===== config.mk =====
export PLATFORM = sky130hd
export DESIGN_NAME = sensor_scan_ctrl
export DESIGN_NICKNAME = d
export VERILOG_FILES = /design/src/rtl/sensor_pkg.sv /design/src/rtl/sensor_clk_gen.sv /design/src/rtl/sensor_scan_ctrl.sv
export SDC_FILE = /design/constraint.sdc
export NUM_CORES = 1
export LEC_CHECK = 0
export ABC_CLOCK_PERIOD_IN_PS = 3000
export BUFFER_PORTS_ARGS = -buffer_cell sky130_fd_sc_hd__buf_2
export CORE_MARGIN = 10
export CORE_UTILIZATION = 45
export DETAILED_ROUTE_END_ITERATION = 7
export PLACE_DENSITY = 0.71
export SYNTH_ARGS = -nofsm -noshare
export SYNTH_HDL_FRONTEND = slang
export SYNTH_SLANG_ARGS = --single-unit

===== constraint.sdc =====
create_clock -name clk -period 3 [get_ports clk]
set_clock_uncertainty 0.2 [all_clocks]
set_input_delay 0 -clock clk [delete_from_list [all_inputs] [get_ports clk]]
set_output_delay 0 -clock clk [all_outputs]
set_load 0.05 [all_outputs]

===== src/rtl/sensor_pkg.sv =====
// Shared definitions for the sensor scan controller.
//   - FSM state encoding (IDLE/LOAD/SHIFT/PUBLISH)
//   - default chain length
//   - MMIO register offsets used by the CPU-side decode
package sensor_pkg;

    localparam int NUM_BITS_DEF = 32;

    localparam logic [1:0] ST_IDLE    = 2'd0;
    localparam logic [1:0] ST_LOAD    = 2'd1;
    localparam logic [1:0] ST_SHIFT   = 2'd2;
    localparam logic [1:0] ST_PUBLISH = 2'd3;

    localparam logic [7:0] MMIO_DATA_OFS = 8'h00;
    localparam logic [7:0] MMIO_IRQ_OFS  = 8'h04;

endpackage


===== src/rtl/sensor_clk_gen.sv =====
// Phase generator for the sensor shift-register chain.
// Counts CLK_DIV system clocks per half period while run_i is high and
// produces the sr_clk level during shifting.
// Ports:
//   clk, reset    system clock, asynchronous active-high reset
//   run_i         1 while in LOAD or SHIFT (counter held at 0 otherwise)
//   shift_i       1 while in SHIFT (sr_clk level held low otherwise)
//   half_tick_o   last clk of the current CLK_DIV window
//   sample_o      last clk of an sr_clk low phase (capture ser_in here)
//   sr_clk_o      shift clock level
module sensor_clk_gen #(
    parameter int CLK_DIV = 64
) (
    input  logic clk,
    input  logic reset,
    input  logic run_i,
    input  logic shift_i,
    output logic half_tick_o,
    output logic sample_o,
    output logic sr_clk_o
);

    localparam int CW = (CLK_DIV > 1) ? $clog2(CLK_DIV) : 1;
    localparam logic [CW-1:0] CNT_LAST = CW'(CLK_DIV - 1);

    logic [CW-1:0] cnt_q, cnt_d;
    logic          lvl_q, lvl_d;

    assign half_tick_o = run_i && (cnt_q == CNT_LAST);
    assign sample_o    = half_tick_o && shift_i && !lvl_q;
    assign sr_clk_o    = lvl_q;

    always_comb begin
        cnt_d = cnt_q;
        lvl_d = lvl_q;
        if (!run_i || half_tick_o) begin
            cnt_d = '0;
        end else begin
            cnt_d = cnt_q + 1'b1;
        end
        // Level only toggles inside SHIFT, so LOAD always keeps sr_clk low.
        if (!shift_i) begin
            lvl_d = 1'b0;
        end else if (half_tick_o) begin
            lvl_d = !lvl_q;
        end
    end

    always_ff @(posedge clk or posedge reset) begin
        if (reset) begin
            cnt_q <= '0;
            lvl_q <= 1'b0;
        end else begin
            cnt_q <= cnt_d;
            lvl_q <= lvl_d;
        end
    end

endmodule


===== src/rtl/sensor_scan_ctrl.sv =====
// Sensor chain scan controller: periodic and on-demand scans of a PISO
// shift-register chain (load pulse, NUM_BITS shifts, publish), with a
// sticky change interrupt.
// Optional feature macro: SENSOR_SCAN_DEBOUNCE_EN (publish a capture only
// when it equals the capture from the preceding scan).
// Ports:
//   clk, reset            system clock, asynchronous active-high reset
//   scan_en               enable periodic scans every SCAN_PERIOD clocks
//   scan_req              1-cycle CPU request for an immediate scan
//   ser_in                serial data from the chain tail
//   sr_clk, pl_n          shift clock and active-low parallel load to the chain
//   data_out, data_valid  published word and its 1-cycle update strobe
//   busy                  1 in LOAD/SHIFT/PUBLISH
//   change_irq, irq_ack   sticky change interrupt and its clear
//   dbg_state             current FSM state
// Protocol: scan_req is a single-cycle request with no ready; requests that
// arrive while busy collapse into one pending scan. data_valid is a pulse
// with no back-pressure, high in the same cycle data_out takes its new value.
module sensor_scan_ctrl
    import sensor_pkg::*;
#(
    parameter int NUM_BITS    = NUM_BITS_DEF,
    parameter int CLK_DIV     = 64,
    parameter int SCAN_PERIOD = 8000
) (
    input  logic                clk,
    input  logic                reset,
    input  logic                scan_en,
    input  logic                scan_req,
    input  logic                ser_in,
    output logic                sr_clk,
    output logic                pl_n,
    output logic [NUM_BITS-1:0] data_out,
    output logic                data_valid,
    output logic                busy,
    output logic                change_irq,
    input  logic                irq_ack,
    output logic [1:0]          dbg_state
);

    localparam int PW = (SCAN_PERIOD > 1) ? $clog2(SCAN_PERIOD) : 1;
    localparam int SW = (NUM_BITS > 1) ? $clog2(NUM_BITS) : 1;
    localparam logic [PW-1:0] PERIOD_LAST = PW'(SCAN_PERIOD - 1);
    localparam logic [SW-1:0] SLOT_LAST   = SW'(NUM_BITS - 1);

    logic [1:0]          state_q, state_d;
    logic [PW-1:0]       period_q, period_d;
    logic                pending_q, pending_d;
    logic [SW-1:0]       slot_q, slot_d;
    logic [NUM_BITS-1:0] buf_q, buf_d;
    logic [NUM_BITS-1:0] data_q, data_d;
    logic                dv_q, dv_d;
    logic                chg_q, chg_d;
    logic                irq_q, irq_d;
`ifdef SENSOR_SCAN_DEBOUNCE_EN
    logic [NUM_BITS-1:0] cand_q, cand_d;
`endif

    logic half_tick, sample, tick, req;

    sensor_clk_gen #(.CLK_DIV(CLK_DIV)) u_clk_gen (
        .clk         (clk),
        .reset       (reset),
        .run_i       ((state_q == ST_LOAD) || (state_q == ST_SHIFT)),
        .shift_i     (state_q == ST_SHIFT),
        .half_tick_o (half_tick),
        .sample_o    (sample),
        .sr_clk_o    (sr_clk)
    );

    assign tick = scan_en && (period_q == PERIOD_LAST);
    assign req  = scan_req || tick;

    always_comb begin
        state_d   = state_q;
        period_d  = (!scan_en || tick) ? '0 : period_q + 1'b1;
        pending_d = pending_q;
        slot_d    = slot_q;
        buf_d     = buf_q;
        data_d    = data_q;
        dv_d      = 1'b0;
        chg_d     = 1'b0;
`ifdef SENSOR_SCAN_DEBOUNCE_EN
        cand_d    = cand_q;
`endif
        if (state_q != ST_IDLE && req) begin
            pending_d = 1'b1;
        end
        case (state_q)
            ST_IDLE: begin
                if (req || pending_q) begin
                    state_d   = ST_LOAD;
                    pending_d = 1'b0;
                end
            end
            ST_LOAD: begin
                if (half_tick) begin
                    state_d = ST_SHIFT;
                    slot_d  = '0;
                end
            end
            ST_SHIFT: begin
                if (sample) begin
                    buf_d[slot_q] = ser_in;
                end
                // End of a high phase closes the slot.
                if (half_tick && sr_clk) begin
                    if (slot_q == SLOT_LAST) begin
                        // Outputs are registered here so they are visible
                        // during the PUBLISH cycle itself.
                        state_d = ST_PUBLISH;
`ifdef SENSOR_SCAN_DEBOUNCE_EN
                        cand_d = buf_q;
                        if (buf_q == cand_q) begin
                            data_d = buf_q;
                            dv_d   = 1'b1;
                            chg_d  = (buf_q != data_q);
                        end
`else
                        data_d = buf_q;
                        dv_d   = 1'b1;
                        chg_d  = (buf_q != data_q);
`endif
                    end else begin
                        slot_d = slot_q + 1'b1;
                    end
                end
            end
            default: begin
                state_d = ST_IDLE;
            end
        endcase
        // A change seen in PUBLISH beats an irq_ack in the same cycle.
        if (chg_q) begin
            irq_d = 1'b1;
        end else if (irq_ack) begin
            irq_d = 1'b0;
        end else begin
            irq_d = irq_q;
        end
    end

    always_ff @(posedge clk or posedge reset) begin
        if (reset) begin
            state_q   <= ST_IDLE;
            period_q  <= '0;
            pending_q <= 1'b0;
            slot_q    <= '0;
            buf_q     <= '0;
            data_q    <= '0;
            dv_q      <= 1'b0;
            chg_q     <= 1'b0;
            irq_q     <= 1'b0;
`ifdef SENSOR_SCAN_DEBOUNCE_EN
            cand_q    <= '0;
`endif
        end else begin
            state_q   <= state_d;
            period_q  <= period_d;
            pending_q <= pending_d;
            slot_q    <= slot_d;
            buf_q     <= buf_d;
            data_q    <= data_d;
            dv_q      <= dv_d;
            chg_q     <= chg_d;
            irq_q     <= irq_d;
`ifdef SENSOR_SCAN_DEBOUNCE_EN
            cand_q    <= cand_d;
`endif
        end
    end

    // chg_q is only ever high in PUBLISH, so the interrupt shows up in the
    // same cycle as data_valid.
    assign change_irq = irq_q || chg_q;
    assign data_out   = data_q;
    assign data_valid = dv_q;
    assign busy       = (state_q != ST_IDLE);
    assign pl_n       = (state_q != ST_LOAD);
    assign dbg_state  = state_q;

endmodule


==> flow_summary.json, run 1 <==
{
  "root_buffer": "clkbuf_8",
  "area_growth_pct": 12.1,
  "period_needed_ps": 2630,
  "slew_violations": 0,
  "final-setup-viol-count": 0,
  "die_w_um": 122,
  "antenna_found_initial": 0,
  "status": "complete, no violations",
  "vias": 2908,
  "max-cap-violations": 0,
  "fin_hold_ws_ps": 94.4,
  "max_freq_ghz": 0.381,
  "track_usage_pct": 12.3,
  "grt_max_degree": 52,
  "clkTransAtPathRegs_ps": 90,
  "crit_path_max_incr_delay_ps": 540,
  "numCtsBuffers": 9,
  "fin_crit_sh_pct": 87.6,
  "insertion_delay_ps": 360,
  "ioPinCount": 45,
  "diodes": 0,
  "yosysWarnings": 0,
  "crit_type": "flop to flop",
  "design_area_um2": 5260,
  "path_buf_inv": 1,
  "core_area_um2": 10200,
  "die_h_um": 122,
  "drive_above_1_share_pct": 27.6,
  "cts_tree": "done",
  "htreeDepth": 3,
  "slowest_stage": "mux2_1",
  "grt_pass1_wl_um": 15000,
  "rsz0062_at_grt": "no",
  "power_mw": 2.36,
  "crit_path_max_fanout": 34,
  "stdcell_count": 574,
  "dp_cells": 555,
  "drt_iter0_drc": 168,
  "wl_um": 8830,
  "fp-row-count": 37,
  "fill_cells": 905,
  "ys_seq_area_share_pct": 50.6,
  "synthDistinctLibCells": 41,
  "layout.nets": 451,
  "ant_nets": 0,
  "dp_slack_ps": 358,
  "crit_path_end_kind": "flop",
  "syn-cell-area_um2": 4690,
  "die_area_um2": 14900,
  "ys_seq_elements": 95,
  "p_leak_nw": 2.56,
  "avgSynthCellArea_um2": 12.1,
  "start_util_pct": 45.9,
  "dr.pass1.iters": 5,
  "wl_per_cell_um": 15.4,
  "cp_cell_sequence": "inv_1 > ha_1 > nand3_2 > nor2_4 > nand4_4 > mux2_1",
  "start_kind": "flop",
  "power_density_nw_per_um2": 448,
  "gp_congestion": 0.801,
  "drc": 0,
  "synth_edf_count": 0,
  "hold_viol_final": 0,
  "grt-ovfl-total": 0,
  "min_path_type": "input port to asynchronous set/reset pin",
  "synthFlopType": "dfrtp_1",
  "tightest_slew_ps": 767,
  "cts_sinks": 95,
  "relSlewSlack_pct": 48.8,
  "place_area_um2": 5000,
  "clock_path_buffers": 2,
  "fin_tns_setup_ps": 0,
  "io_buffers": 44,
  "cp.arrival_ps": 2670,
  "fin_util_pct": 51.4,
  "synth.net_count": 405,
  "viasPerCell": 5.07,
  "post_cts_resized": 0,
  "crit_family": "simple AND/OR/NAND/NOR gates",
  "dpl.hpwl_um": 6310,
  "crit_required_ps": 3040,
  "grt_pass1_vias": 3085,
  "syn_inst": 388,
  "peakVddDrop_mv": 0.226,
  "synthArstFlopShare_pct": 100,
  "setup_ws_ps": 373
}
-- synth_stat cells (3+ instances only) --
cell / n / area share [%]
buf_4: 4 / 0.64
clkbuf_1: 5 / 0.40
and3_1: 4 / 0.53
xor2_1: 9 / 1.7
a21oi_1: 3 / 0.32
mux2_2: 23 / 5.5
mux2_1: 13 / 3.1
nand4_1: 11 / 1.5
nor3b_1: 3 / 0.48
o21ai_0: 8 / 0.85
buf_6: 5 / 1.2
nor2_1: 23 / 1.8
xnor2_1: 39 / 7.3
ha_1: 11 / 2.9
mux2_4: 29 / 9.3
nor3_1: 4 / 0.43
nor4_1: 3 / 0.40
and2_1: 7 / 0.93
inv_1: 12 / 0.96
nand3_1: 7 / 0.75
dfrtp_1: 95 / 51
nand2_1: 47 / 3.8
-- power breakdown --
| group | internal, mW | leakage (nW) | switching [mW] | total, mW |
|---|---|---|---|---|
| sequential | 1.30 | 1.23 | 0.0266 | 1.33 |
| combinational | 0.0547 | 1.23 | 0.0517 | 0.106 |
| clock | 0.472 | 0.106 | 0.450 | 0.922 |
| total | 1.83 | 2.56 | 0.528 | 2.36 |
-- worst min-delay path, cell delays in order --
cell and delay (ps):
dlygate4sd3_1 530, buf_2 120, clkinv_2 510
-- state kept, by name (all words and copies together) (netlist names) --
| signal | flops |
|---|---|
| buf_q | 32 |
| data_valid | 1 |
| irq_q | 1 |
| slot_q | 5 |
| pending_q | 1 |
| data_out | 32 |
| u_clk_gen.cnt_q | 6 |
| dbg_state | 2 |
| chg_q | 1 |
| u_clk_gen.sr_clk_o | 1 |
| period_q | 13 |
-- layout make-up --
type                       count  area (um^2)  share of cell area (%)
sequential                    95         2380                    45.2
multi-input combinational    265         2160                    41.0
timing repair buffer          50          288                    5.47
tap                          136          170                    3.23
clock buffer                   9          124                    2.35
clock inverter                 6         93.8                    1.78
inverter                      13         50.0                   0.951
-- timing repair --
| action | in CTS | in global routing |
|---|---|---|
| buffers inserted | 0 | 0 |
| hold buffers | 4 | 0 |
| endpoints found under the hold margin | 52 | 0 |
-- cells by family (layout without fill, tap and decap cells) --
family	after synthesis	in the layout	synth area share (%)
xor gates and xnor gates	48	48	8.96
DFF	95	95	50.6
and+or+nand+nor	122	122	13.6
buffers and inverters	28	78	3.38
AOI/OAI and AO/OA	18	18	2.37
muxes	66	66	18.1
adders and majority gates	11	11	2.93
-- routing by layer --
layer | share of wire [%] | track usage, % | vias to the layer above
li1 | - | - | 1400
met1 | 45 | 15.1 | 1432
met2 | 48 | 20.2 | 63
met3 | 5.5 | 3.65 | 13
met4 | 1.2 | 4.05 | 0
met5 | 0 | 0 | -
-- path summary, 6_finish.rpt --
kind                       cells after the start      endpoint          from  slack, ps
max                                            6  data_out[20]  dbg_state[0]        370
max reg2reg                                    6  data_out[20]  dbg_state[0]        370
max in group asynchronous                      4     buf_q[20]         reset       1790
min in group clk                               2      buf_q[9]        ser_in        100
min reg2reg                                    1         irq_q         chg_q        260
min                                            3     buf_q[14]         reset         90
-- placed cells by master, fill, tap and decap left out, types with 2 or more instances in the layout --
cell type      Yosys  final
a21oi_1            3      3
a22oi_1            2      2
and2_1             7      7
and3_1             4      4
and3b_1            2      2
and4_1             2      2
buf_2              1     44
bufinv_16          0      2
clkbuf_8           0      9
dfrtp_1           95     95
dlygate4sd3_1      0      4
ha_1              11     11
inv_1             12     11
inv_6              0      2
mux2_1            13     13
mux2_2            23     23
mux2_4            29     29
nand2_1           47     47
nand3_1            7      7
nand4_1           11     11
nor2_1            23     23
nor2b_1            2      2
nor3_1             4      4
nor3b_1            3      3
nor4_1             3      3
o21ai_0            8      8
xnor2_1           39     39
xor2_1             9      9
Power figures use the tool's default switching activity.
==> inputs of run 2 (changes only) <==
--- a/config.mk
+++ b/config.mk
@@ -7,10 +7,12 @@
 export LEC_CHECK = 0
 export ABC_CLOCK_PERIOD_IN_PS = 3000
 export BUFFER_PORTS_ARGS = -buffer_cell sky130_fd_sc_hd__buf_2
+export CELL_PAD_IN_SITES_DETAIL_PLACEMENT = 1
+export CELL_PAD_IN_SITES_GLOBAL_PLACEMENT = 1
 export CORE_MARGIN = 10
 export CORE_UTILIZATION = 45
 export DETAILED_ROUTE_END_ITERATION = 7
-export PLACE_DENSITY = 0.71
+export PLACE_DENSITY = 0.77
 export SYNTH_ARGS = -nofsm -noshare
 export SYNTH_HDL_FRONTEND = slang
 export SYNTH_SLANG_ARGS = --single-unit
==> run 2 against run 1 <==
Hold slack gained 3.5 ps. First-iteration DRC count shrank 17%. Die area is the same. Global-route usage rose by 1.7 points. Cell count up 0.52%. Largest power group unchanged. Sequential power barely moved. Critical path depth up 1.
==> flow_summary.json, run 2 (same netlist as run 1, synthesis figures left out) <==
{
  "die_w_um": 122,
  "p_leak_nw": 2.57,
  "diodes": 0,
  "die_area_um2": 14900,
  "comb_power_share_pct": 4.6,
  "regArea_um2": 2380,
  "drive_above_1_share_pct": 27.9,
  "ioPinCount": 45,
  "stdcell_count": 577,
  "fin_hold_ws_ps": 97.9,
  "p_int_mw": 1.76,
  "die_h_um": 122,
  "clkPwrFrac_pct": 37.8,
  "start_kind": "flop",
  "dr.pass1.iters": 4,
  "core_area_um2": 10200,
  "crit_path_max_fanout": 8,
  "grt-ovfl-total": 0,
  "io_buffers": 44,
  "wl_um": 10000,
  "grt_max_degree": 52,
  "fp-row-count": 37,
  "min_path_type": "input port to flop",
  "numCtsBuffers": 9,
  "ant_nets": 0,
  "status": "complete, no violations",
  "cts_sinks": 95,
  "rsz0062_at_grt": "no",
  "area_growth_pct": 11.9,
  "grt_pass1_vias": 3302,
  "clock_path_buffers": 2,
  "htreeDepth": 3,
  "slew_violations": 0,
  "post_cts_resized": 0,
  "dp_cells": 557,
  "drc": 0,
  "root_buffer": "clkbuf_8",
  "clkTransAtPathRegs_ps": 100,
  "wl_per_cell_um": 17.3,
  "fin_tns_setup_ps": 0,
  "max_freq_ghz": 0.398,
  "period_needed_ps": 2510,
  "final-setup-viol-count": 0,
  "p_sw_uw": 554,
  "viasPerCell": 5.15,
  "cts_tree": "done",
  "hold_viol_final": 0,
  "power_density_nw_per_um2": 440,
  "fin_crit_sh_pct": 83.7,
  "p_seq_share_pct": 57.6,
  "vias": 2974,
  "multi_input_area_um2": 2160,
  "layout.nets": 453,
  "grt_pass1_wl_um": 16900,
  "max-cap-violations": 0,
  "power.share.switching_pct": 24.0,
  "tightest_slew_ps": 886,
  "power_mw": 2.31,
  "drt_iter0_drc": 140,
  "gp_congestion": 0.747,
  "crit_required_ps": 3050,
  "crit_path_end_kind": "flop",
  "start_util_pct": 45.9,
  "fill_cells": 1099,
  "insertion_delay_ps": 360,
  "final_common_cell": "dfrtp_1",
  "peakVddDrop_mv": 0.231,
  "final_cell_mix": "dfrtp_1, nand2_1, buf_2",
  "crit_type": "flop to flop",
  "antenna_found_initial": 0,
  "relSlewSlack_pct": 40.8,
  "cp.arrival_ps": 2560,
  "track_usage_pct": 14.0,
  "dpl.hpwl_um": 7220
}
-- run 2: cell type report --
cell class,instances,share of cell area (%)
Sequential cell,95,45.2
Multi-Input combinational cell,265,41.1
Timing Repair Buffer,52,5.52
Tap cell,136,3.24
Clock buffer,10,2.43
Clock inverter,6,1.55
Inverter,13,0.952
-- run 2: routing by layer --
metal | part of all wire, % | track usage [%] | routed length, um
met3 | 4.2 | 3.65 | 418
met2 | 51 | 23.9 | 5100
met4 | 1.0 | 3.83 | 102
met1 | 44 | 17.2 | 4380
met5 | 0 | 0 | 0
-- run 2: timing repair --
action,CTS,global route
endpoints found under the hold margin,57,0
hold buffers,4,0
setup buffers,0,0
-- run 2: stage by stage --
step	utilization, %	worst slack [ps]	instance area (um^2)
4_1_cts	51.4	467	5260
3_3_place_gp	48.9	580	5010
3_5_place_dp	48.9	499	5010
6_report	51.4	489	5260
2_1_floorplan	-	323	4690
5_1_grt	51.4	301	5260
-- run 2: worst paths after layout --
path                              startpoint      endpoint  slack, ps  depth (start not counted)
worst max-delay path            dbg_state[0]     buf_q[19]        490                          7
worst min-delay path                  ser_in      buf_q[3]        100                          2
worst max register to register  dbg_state[0]     buf_q[19]        490                          7
worst min register to register         chg_q         irq_q        270                          1
max in group asynchronous              reset  data_out[27]       1590                          4
min in group asynchronous              reset  data_out[11]        130                          3
-- run 2: power groups by stage --
| stage | Combinational (mW) | Clock [mW] | Sequential (mW) |
|---|---|---|---|
| final | 0.107 | 0.873 | 1.33 |
| after global routing | 0.121 | 0.963 | 1.34 |
| after floorplan | 0.0817 | 0 | 1.35 |
| after detailed placement | 0.107 | 0 | 1.36 |
| after CTS | 0.111 | 0.905 | 1.33 |
| after global placement | 0.103 | 0 | 1.36 |
-- run 2: worst max-delay path, stage by stage, from the launching register on --
cell and delay (ps):
dfrtp_1 420, inv_1 120, ha_1 330, inv_2 120, nor4_4 330, and2_1 400, nand2_1 150, mux2_4 330
==> inputs of run 3 (changes only) <==
--- a/config.mk
+++ b/config.mk
@@ -5,12 +5,12 @@
 export SDC_FILE = /design/constraint.sdc
 export NUM_CORES = 1
 export LEC_CHECK = 0
-export ABC_CLOCK_PERIOD_IN_PS = 3000
+export ABC_CLOCK_PERIOD_IN_PS = 2300
 export BUFFER_PORTS_ARGS = -buffer_cell sky130_fd_sc_hd__buf_2
 export CELL_PAD_IN_SITES_DETAIL_PLACEMENT = 1
 export CELL_PAD_IN_SITES_GLOBAL_PLACEMENT = 1
 export CORE_MARGIN = 10
-export CORE_UTILIZATION = 45
+export CORE_UTILIZATION = 43
 export DETAILED_ROUTE_END_ITERATION = 7
 export PLACE_DENSITY = 0.77
 export SYNTH_ARGS = -nofsm -noshare
==> constraint.sdc (replaced) <==
create_clock -name clk -period 2.3 [get_ports clk]
set_clock_uncertainty 0.2 [all_clocks]
set_input_delay 0 -clock clk [delete_from_list [all_inputs] [get_ports clk]]
set_output_delay 0 -clock clk [all_outputs]
set_load 0.05 [all_outputs]
==> run 3 against run 2 <==
Cell count rose by 1.9%. Sequential cell count unchanged. Critical endpoint unchanged. Critical path type unchanged. Hold slack got worse by 38 ps. Final area up 2.5%. Clock-buffer cell count grew 2. Critical path depth stayed put. Power up 34%. Largest cell class unchanged. Combinational power increased by 36%. Sequential share of layout area is 1.1 points lower.
==> flow_summary.json, run 3 (same netlist as run 1, synthesis figures left out) <==
{
  "viasPerCell": 5.05,
  "die_area_um2": 15500,
  "relSlewSlack_pct": 56.5,
  "tightest_slew_ps": 651,
  "crit_path_max_incr_delay_ps": 440,
  "start_kind": "flop",
  "wl_um": 10200,
  "p_seq_share_pct": 56.1,
  "rsz0062_at_grt": "yes",
  "fin_tns_setup_ps": 0,
  "final-setup-viol-count": 0,
  "fp-row-count": 38,
  "gp_congestion": 0.769,
  "cp_cell_sequence": "inv_1 > ha_1 > inv_2 > nor4_4 > and2_2 > nand2_1 > mux2_4",
  "cp.arrival_ps": 2290,
  "peakVddDrop_mv": 0.263,
  "drc": 0,
  "ant_nets": 0,
  "layout.nets": 461,
  "path_buf_inv": 2,
  "track_usage_pct": 13.4,
  "crit_path_max_fanout": 8,
  "p_sw_uw": 686,
  "slowest_stage": "dfrtp_2",
  "drt_iter0_drc": 183,
  "fin_util_pct": 50.1,
  "min_path_type": "input port to asynchronous set/reset pin",
  "setup_ws_ps": 67.9,
  "power_density_nw_per_um2": 575,
  "dp_cells": 569,
  "core_area_um2": 10700,
  "clock_path_buffers": 2,
  "final_cell_mix": "dfrtp_1, nand2_1, buf_2",
  "hold_viol_final": 0,
  "crit_family": "simple AND/OR/NAND/NOR gates",
  "r2r_cells": 7,
  "dpl.hpwl_um": 7370,
  "die_h_um": 124,
  "numCtsBuffers": 9,
  "comb_power_share_pct": 4.7,
  "critPathLaunch": "dbg_state[0]",
  "crit_path_end_kind": "flop",
  "postCtsSetupRepairBufs": 0,
  "cts_sinks": 95,
  "power.share.switching_pct": 22.1,
  "max_freq_ghz": 0.448,
  "status": "complete, no violations",
  "wl_per_cell_um": 17.4,
  "antenna_found_initial": 0,
  "period_needed_ps": 2230,
  "drive_above_1_share_pct": 30.8,
  "clkTransAtPathRegs_ps": 90,
  "final_common_cell": "dfrtp_1",
  "fin_crit_sh_pct": 97.0,
  "htreeDepth": 3,
  "grt-ovfl-total": 0,
  "p_int_mw": 2.41,
  "insertion_delay_ps": 370,
  "stdcell_count": 588,
  "crit_required_ps": 2360,
  "clkPwrFrac_pct": 39.2,
  "ioPinCount": 45,
  "slew_violations": 0,
  "r2r_slack_ps": 70,
  "max-cap-violations": 0,
  "vias": 2972,
  "dp_slack_ps": -43.4,
  "diodes": 0,
  "grt_max_degree": 43,
  "r2r_start": "dbg_state[0]",
  "start_util_pct": 43.7,
  "crit_type": "flop to flop",
  "root_buffer": "clkbuf_8",
  "grt_pass1_wl_um": 17100,
  "die_w_um": 124,
  "io_buffers": 44,
  "p_leak_nw": 2.62,
  "reg2reg_to": "buf_q[19]",
  "area_growth_pct": 14.8,
  "dr.pass1.iters": 4,
  "cts_tree": "done",
  "grt_pass1_vias": 3289
}
[run 3: stage by stage]
stage          area (um^2)  total power [mW]  hold slack (ps)
2_1_floorplan         4720              1.87            -68.3
3_3_place_gp          5120              1.91            -72.5
3_5_place_dp          5120              1.92            -69.0
4_1_cts               5380              3.15             62.7
5_1_grt               5390              3.24             86.5
6_report              5390              3.10             59.7
[run 3: worst max path at each step]
stage | slack, ps | cells after the start | to
global placement | 30 | 7 | buf_q[7]
finish | 70 | 7 | buf_q[19]
detailed placement | -40 | 7 | buf_q[19]
CTS | 60 | 7 | slot_q[1]
floorplan | 30 | 9 | buf_q[16]
global route | -30 | 7 | buf_q[3]
[run 3: repair_timing]
action / 4_1_cts / 5_1_grt
resized for setup: 4 / 3
setup endpoints to repair: 13 / 16
hold endpoints to repair: 85 / 0
hold buffers: 4 / 0
[run 3: layer usage]
layer | global-route usage [%] | routed length [um]
met4 | 6.24 | 215
met3 | 3.02 | 325
met5 | 0 | 0
met1 | 16.3 | 4700
met2 | 22.1 | 5010
[run 3: tightest hold or removal path, stage by stage]
cell	delay, ps
dlygate4sd3_1	530
buf_2	130
clkinvlp_4	430
[run 3: area by class of cell]
type | instances | area, um^2
clock buffers | 12 | 145
clock inverters | 3 | 67.6
fillers | 1166 | 5360
inverters | 13 | 52.6
multi-input cells | 265 | 2190
flip-flops and latches | 95 | 2380
well taps | 140 | 175
repair buffers | 60 | 375
[run 3: power groups by stage]
stage | Clock, mW | Combinational, mW | Sequential [mW]
2_1_floorplan | 0 | 0.107 | 1.76
3_3_place_gp | 0 | 0.138 | 1.77
3_5_place_dp | 0 | 0.144 | 1.77
4_1_cts | 1.26 | 0.150 | 1.74
5_1_grt | 1.33 | 0.162 | 1.75
6_report | 1.21 | 0.146 | 1.74
